### src/rtl/logic_gate_pipe_if.sv
// Streaming bus for logic_gate_pipe: operand side (a/b/op) and result side (c, flags, counter).
// Handshake: a transfer happens on a rising edge where valid & ready are both 1; the
// producer holds its payload stable while valid=1 and ready=0, and ready never depends on valid.
interface logic_gate_pipe_if #(
  parameter int WIDTH = 8,
  parameter int CNT_W = 16
);
  logic             in_valid;
  logic             in_ready;
  logic [WIDTH-1:0] a;
  logic [WIDTH-1:0] b;
  logic [2:0]       op;
  logic             out_valid;
  logic             out_ready;
  logic [WIDTH-1:0] c;
  logic             red_and;
  logic             red_or;
  logic [CNT_W-1:0] done_cnt;

  modport master (
    output in_valid, a, b, op, out_ready,
    input  in_ready, out_valid, c, red_and, red_or, done_cnt
  );

  modport slave (
    input  in_valid, a, b, op, out_ready,
    output in_ready, out_valid, c, red_and, red_or, done_cnt
  );
endinterface

### src/rtl/logic_gate_pipe.sv
// Pipelined bitwise logic unit: eight ops on two WIDTH-bit operands, STAGES-deep
// register chain with a single global advance enable, reduction flags and a result counter.
module logic_gate_pipe #(
  parameter int WIDTH  = 8,
  parameter int STAGES = 2,
  parameter int CNT_W  = 16
) (
  input logic               clk,
  input logic               rst,
  logic_gate_pipe_if.slave  bus
);
  localparam int DW = WIDTH + 2;

  logic [WIDTH-1:0] res;
  logic [DW-1:0]    res_pack;
  logic             adv;
  logic [STAGES-1:0] vld;
  logic [DW-1:0]     dat [STAGES];
  logic [CNT_W-1:0]  cnt;

  always_comb begin
    res = '0;
    case (bus.op)
      3'd0: res = bus.a & bus.b;
      3'd1: res = bus.a | bus.b;
      3'd2: res = bus.a ^ bus.b;
      3'd3: res = ~(bus.a & bus.b);
      3'd4: res = ~(bus.a | bus.b);
      3'd5: res = ~(bus.a ^ bus.b);
      3'd6: res = ~bus.a;
      3'd7: res = bus.a;
      default: res = '0;
    endcase
  end

  // Flags ride with the result so they stay aligned through every stage.
  assign res_pack = {&res, |res, res};

  // Whole pipe moves together; an empty output slot lets it advance even when stalled.
  assign adv          = bus.out_ready | ~vld[STAGES-1];
  assign bus.in_ready = adv;

  always_ff @(posedge clk) begin
    if (rst) begin
      vld <= '0;
      for (int i = 0; i < STAGES; i++) dat[i] <= '0;
    end else if (adv) begin
      vld[0] <= bus.in_valid;
      if (bus.in_valid) dat[0] <= res_pack;
      for (int i = 1; i < STAGES; i++) begin
        vld[i] <= vld[i-1];
        dat[i] <= dat[i-1];
      end
    end
  end

  always_ff @(posedge clk) begin
    if (rst) begin
      cnt <= '0;
    end else if (vld[STAGES-1] && bus.out_ready) begin
      cnt <= cnt + CNT_W'(1);
    end
  end

  assign bus.out_valid = vld[STAGES-1];
  assign bus.c         = dat[STAGES-1][WIDTH-1:0];
  assign bus.red_or    = dat[STAGES-1][WIDTH];
  assign bus.red_and   = dat[STAGES-1][WIDTH+1];
  assign bus.done_cnt  = cnt;
endmodule

### src/flat_wrapper.sv
// flat-port wrapper written by rule: the top's interface ports become plain ports
module logic_gate_pipe_flat 
#(
  parameter int WIDTH  = 8,
  parameter int STAGES = 2,
  parameter int CNT_W  = 16
)
  (clk, rst, bus_in_valid, bus_a, bus_b, bus_op, bus_out_ready, bus_in_ready, bus_out_valid, bus_c, bus_red_and, bus_red_or, bus_done_cnt);
  logic_gate_pipe_if #(.WIDTH(WIDTH), .CNT_W(CNT_W)) bus_i ();
  input logic clk;
  input logic rst;
  input wire logic [$bits(bus_i.in_valid)-1:0] bus_in_valid;
  input wire logic [$bits(bus_i.a)-1:0] bus_a;
  input wire logic [$bits(bus_i.b)-1:0] bus_b;
  input wire logic [$bits(bus_i.op)-1:0] bus_op;
  input wire logic [$bits(bus_i.out_ready)-1:0] bus_out_ready;
  output wire logic [$bits(bus_i.in_ready)-1:0] bus_in_ready;
  output wire logic [$bits(bus_i.out_valid)-1:0] bus_out_valid;
  output wire logic [$bits(bus_i.c)-1:0] bus_c;
  output wire logic [$bits(bus_i.red_and)-1:0] bus_red_and;
  output wire logic [$bits(bus_i.red_or)-1:0] bus_red_or;
  output wire logic [$bits(bus_i.done_cnt)-1:0] bus_done_cnt;
  assign bus_i.in_valid = bus_in_valid;
  assign bus_i.a = bus_a;
  assign bus_i.b = bus_b;
  assign bus_i.op = bus_op;
  assign bus_i.out_ready = bus_out_ready;
  assign bus_in_ready = bus_i.in_ready;
  assign bus_out_valid = bus_i.out_valid;
  assign bus_c = bus_i.c;
  assign bus_red_and = bus_i.red_and;
  assign bus_red_or = bus_i.red_or;
  assign bus_done_cnt = bus_i.done_cnt;
  logic_gate_pipe #(.WIDTH(WIDTH), .STAGES(STAGES), .CNT_W(CNT_W)) u_core (.clk(clk), .rst(rst), .bus(bus_i));
endmodule
### config.mk
export PLATFORM = sky130hd
export DESIGN_NAME = logic_gate_pipe_flat
export DESIGN_NICKNAME = d
export VERILOG_FILES = /design/src/rtl/logic_gate_pipe_if.sv /design/src/rtl/logic_gate_pipe.sv /design/src/flat_wrapper.sv
export SDC_FILE = /design/constraint.sdc
export NUM_CORES = 1
export LEC_CHECK = 0
export ABC_AREA = 0
export CAP_MARGIN = 20
export CORE_UTILIZATION = 56
export CTS_CLUSTER_DIAMETER = 150
export DETAILED_ROUTE_END_ITERATION = 16
export PLACE_DENSITY = 0.82
export SYNTH_ARGS = -nofsm -noshare
export SYNTH_HDL_FRONTEND = slang
export SYNTH_SLANG_ARGS = --single-unit
export TNS_END_PERCENT = 100
### constraint.sdc
create_clock -name clk -period 4.6 [get_ports clk]
set_input_delay 0.69 -clock clk [delete_from_list [all_inputs] [get_ports clk]]
set_output_delay 0.69 -clock clk [all_outputs]
set_load 0.02 [all_outputs]
==> flow_summary_export.csv <==
group,metric,value,unit
placement,numPortBuffers,50,
floorplanning,core,4115,um^2
floorplanning,initial_utilization,60.35,%
logic_synthesis,synthCells,270,
logic_synthesis,synthFlopType,"edfxtp_1",
sta,setup_viol,0,
logic_synthesis,synth_seq_cells,38,
detailed_routing,antenna_left,0,
logic_synthesis,syn_area,2484,um^2
worst_setup_path,timing.rr.start,"u_core.vld[1]",
sta,finalHoldViolations,0,
floorplanning,ioPinCount,51,
global_route,antenna_found_initial,0,
worst_setup_path,rr_endpoint,"u_core.bus.done_cnt[15]",
worst_setup_path,path_max_fanout,22,
placement,dpl_cell_area,2929,um^2
clocking,hold_buffers,0,
logic_synthesis,ys_seq_area_share,38.69,%
worst_setup_path,cp_cell_sequence,"clkdlybuf4s50_1, nand2_1, or2_2, a21oi_1, o32ai_1, or3_1, nor4_2",
detailed_routing,avgViaCountPerCell,5.583,
detailed_routing,vias,2010,
detailed_routing,routed_wl,4.762,mm
hold_path,hp-start,"u_core.vld[0]",
global_route,grt_max_degree,24,
logic_synthesis,synth_common_cells,"27 x nand2_1, 26 x nor2_1, 20 x edfxtp_1",
logic_synthesis,yosysUniqueCellTypes,45,
logic_synthesis,yosysMostFrequentCell,"nand2_1",
clocking,cts_tree,"yes",
clocking,cts_buffer_depth,2,
placement,gp_congestion,0.8094,
hold_path,holdPathEnd,"u_core.vld[0]",
sta,post-route-period-util,63.96,%
logic_synthesis,synth_edf_count,20,
clocking,clockRootBuffer,"clkbuf_8",
detailed_routing,dr.pass1.iters,4,
placement,dp.cells,352,
logic_synthesis,netlist.area_leader.share,24.18,%
logic_synthesis,yosys.area.top_type,"edfxtp_1",
floorplanning,die_area,4705,um^2
global_route,grt_pass1_vias,1799,
worst_setup_path,critical_path_class,"input port to flop",
sta,fmax,0.3399,GHz
hold_path,whs_path_depth,2,
detailed_routing,drc,0,
cells_and_area,nets,349,
clocking,ctsHtreeMaxLevel,2,
clocking,clk_pin_slew,0.08,ns
clocking,cts.repair.resized,0,
logic_synthesis,async_reset_ff_share,0,%
logic_synthesis,syn-num-nets,310,
worst_setup_path,endpoint_kind,"flop",
logic_synthesis,ys_top_cells_by_area,"edfxtp_1 24%, dfxtp_1 15%, ha_1 8.6%",
floorplanning,rows,23,
clocking,tritoncts.num_buffers,5,
pwr,p_leak,1.251,nW
worst_setup_path,crit_arrival,3.06,ns
sta,drv_slew,0,
cells_and_area,n_antenna_cell,0,
sta,skew,0.008166,ns
sta,slew_headroom,51.27,%
cells_and_area,drive_above_1_share,7.097,%
placement,place_hpwl,3.570,mm
floorplanning,chipHeight,68.60,um
hold_path,hold_path_class,"flop to flop",
flow_run,drv_cap,0,
sta,rsz0062_at_grt,"no",
clocking,cts_sinks,38,
global_route,grt-ovfl-total,0,
sta,tightest_slew,0.7286,ns
cells_and_area,syn_to_final_growth,23.27,%
worst_setup_path,cp_slowest_cell,"clkdlybuf4s50_1",
worst_setup_path,required,4.72,ns
detailed_routing,drt_iter0_markers,137,
logic_synthesis,syn_avg_cell_area,9.199,um^2
worst_setup_path,reg2regPathDepth,5,
clocking,post-cts-setup-buffers,0,
logic_synthesis,yosysWarnings,0,
cells_and_area,finalInstanceArea,3062,um^2
sta,tns,0,ns
floorplanning,die_x,68.60,um
worst_setup_path,rrSetupSlack,2.89,ns
pwr,max-vdd-ir-drop,0.0001546,V
sta,period_needed,2.942,ns
cells_and_area,layout.cells.non_filler,360,
worst_setup_path,critPathLaunchType,"input port",
detailed_routing,wl_per_cell,13.23,um
global_route,grt_usage,22.33,%
pwr,powerDensity,281.1,nW/um^2
global_route,grt_pass1_wl,7.783,mm
clocking,clk_latency,0.30,ns
run_status,outcome,"complete, no violations",
worst_setup_path,slowest_delay,0.93,ns
## where the power goes
| part | switching [mW] | internal [mW] |
|---|---|---|
| Combinational | 0.0820 | 0.0776 |
| Sequential | 0.00516 | 0.377 |
| Clock | 0.123 | 0.195 |
## cell families (layout without fill, tap and decap cells)
| family | after synthesis | count (layout) | share of synthesized area, % |
|---|---|---|---|
| AND/OR/NAND/NOR | 103 | 103 | 20.65 |
| AO/OA/AOI/OAI | 50 | 50 | 13.90 |
| buffers and inverters | 41 | 81 | 8.615 |
| flip-flops | 38 | 38 | 38.69 |
| adder cells (fa/ha/maj) | 17 | 17 | 8.564 |
| XOR/XNOR | 12 | 12 | 4.232 |
| multiplexers | 9 | 9 | 5.340 |
## through the flow
| step | hold slack, ns | util, % | worst slack (ns) | total power [mW] |
|---|---|---|---|---|
| after floorplan | 0.4367 | - | 2.317 | 0.5016 |
| after global placement | 0.4451 | 71.18 | 1.452 | 0.5442 |
| after detailed placement | 0.4489 | 71.18 | 1.388 | 0.5485 |
| after CTS | 0.4601 | 74.40 | 1.686 | 0.8634 |
| after global routing | 0.4782 | 74.40 | 1.438 | 0.8972 |
| final | 0.4632 | 74.40 | 1.658 | 0.8606 |
## worst max path at each step
stage	start	to	slack, ns
after detailed placement	bus_op[0]	u_core.dat[0][9]	1.39
after CTS	bus_op[0]	u_core.dat[0][9]	1.69
final	bus_op[0]	u_core.dat[0][9]	1.66
after global routing	bus_op[0]	u_core.dat[0][9]	1.44
after global placement	bus_op[0]	u_core.dat[0][8]	1.45
after floorplan	bus_a[6]	u_core.dat[0][8]	2.32
## cell usage in the layout (no fill, tap or decap), drive strengths merged, types with 5 or more instances in the layout
| master | count |
|---|---|
| clkbuf | 6 |
| nand2 | 27 |
| clkdlybuf4s50 | 50 |
| nand3 | 5 |
| edfxtp | 20 |
| o21ai | 6 |
| or2 | 5 |
| dfxtp | 18 |
| a21oi | 13 |
| and3 | 6 |
| inv | 20 |
| ha | 17 |
| nor2 | 26 |
| o32ai | 7 |
| xor2 | 11 |
| and2 | 13 |
| nor2b | 6 |
## layout make-up
class | instances | area [um^2]
Multi-Input combinational cell | 191 | 1309
Sequential cell | 38 | 960.9
Inverter | 21 | 81.33
Timing Repair Buffer | 52 | 515.5
Clock buffer | 6 | 93.84
Tap cell | 50 | 62.56
Clock inverter | 2 | 38.79
Fill cell | 307 | 1054
## state kept, by name, summed over array words and instances (netlist names)
name / count
u_core.bus.done_cnt: 16
u_core.dat: 20
u_core.vld: 2
## layer usage
metal  track usage, %  wire (um)  vias up
li1                 -          -     1023
met1            26.82       2155      927
met2            38.73       2363       53
met3            4.605        163        7
met4            8.854         79        0
met5                0          0        -
## critical path, delay by kind of cell
family                 cells  cell delay [ns]
AO/OA/AOI/OAI              2             0.29
buffers and inverters      1             0.93
AND/OR/NAND/NOR            4             1.15
No activity file was read; power rests on OpenSTA's default activity.
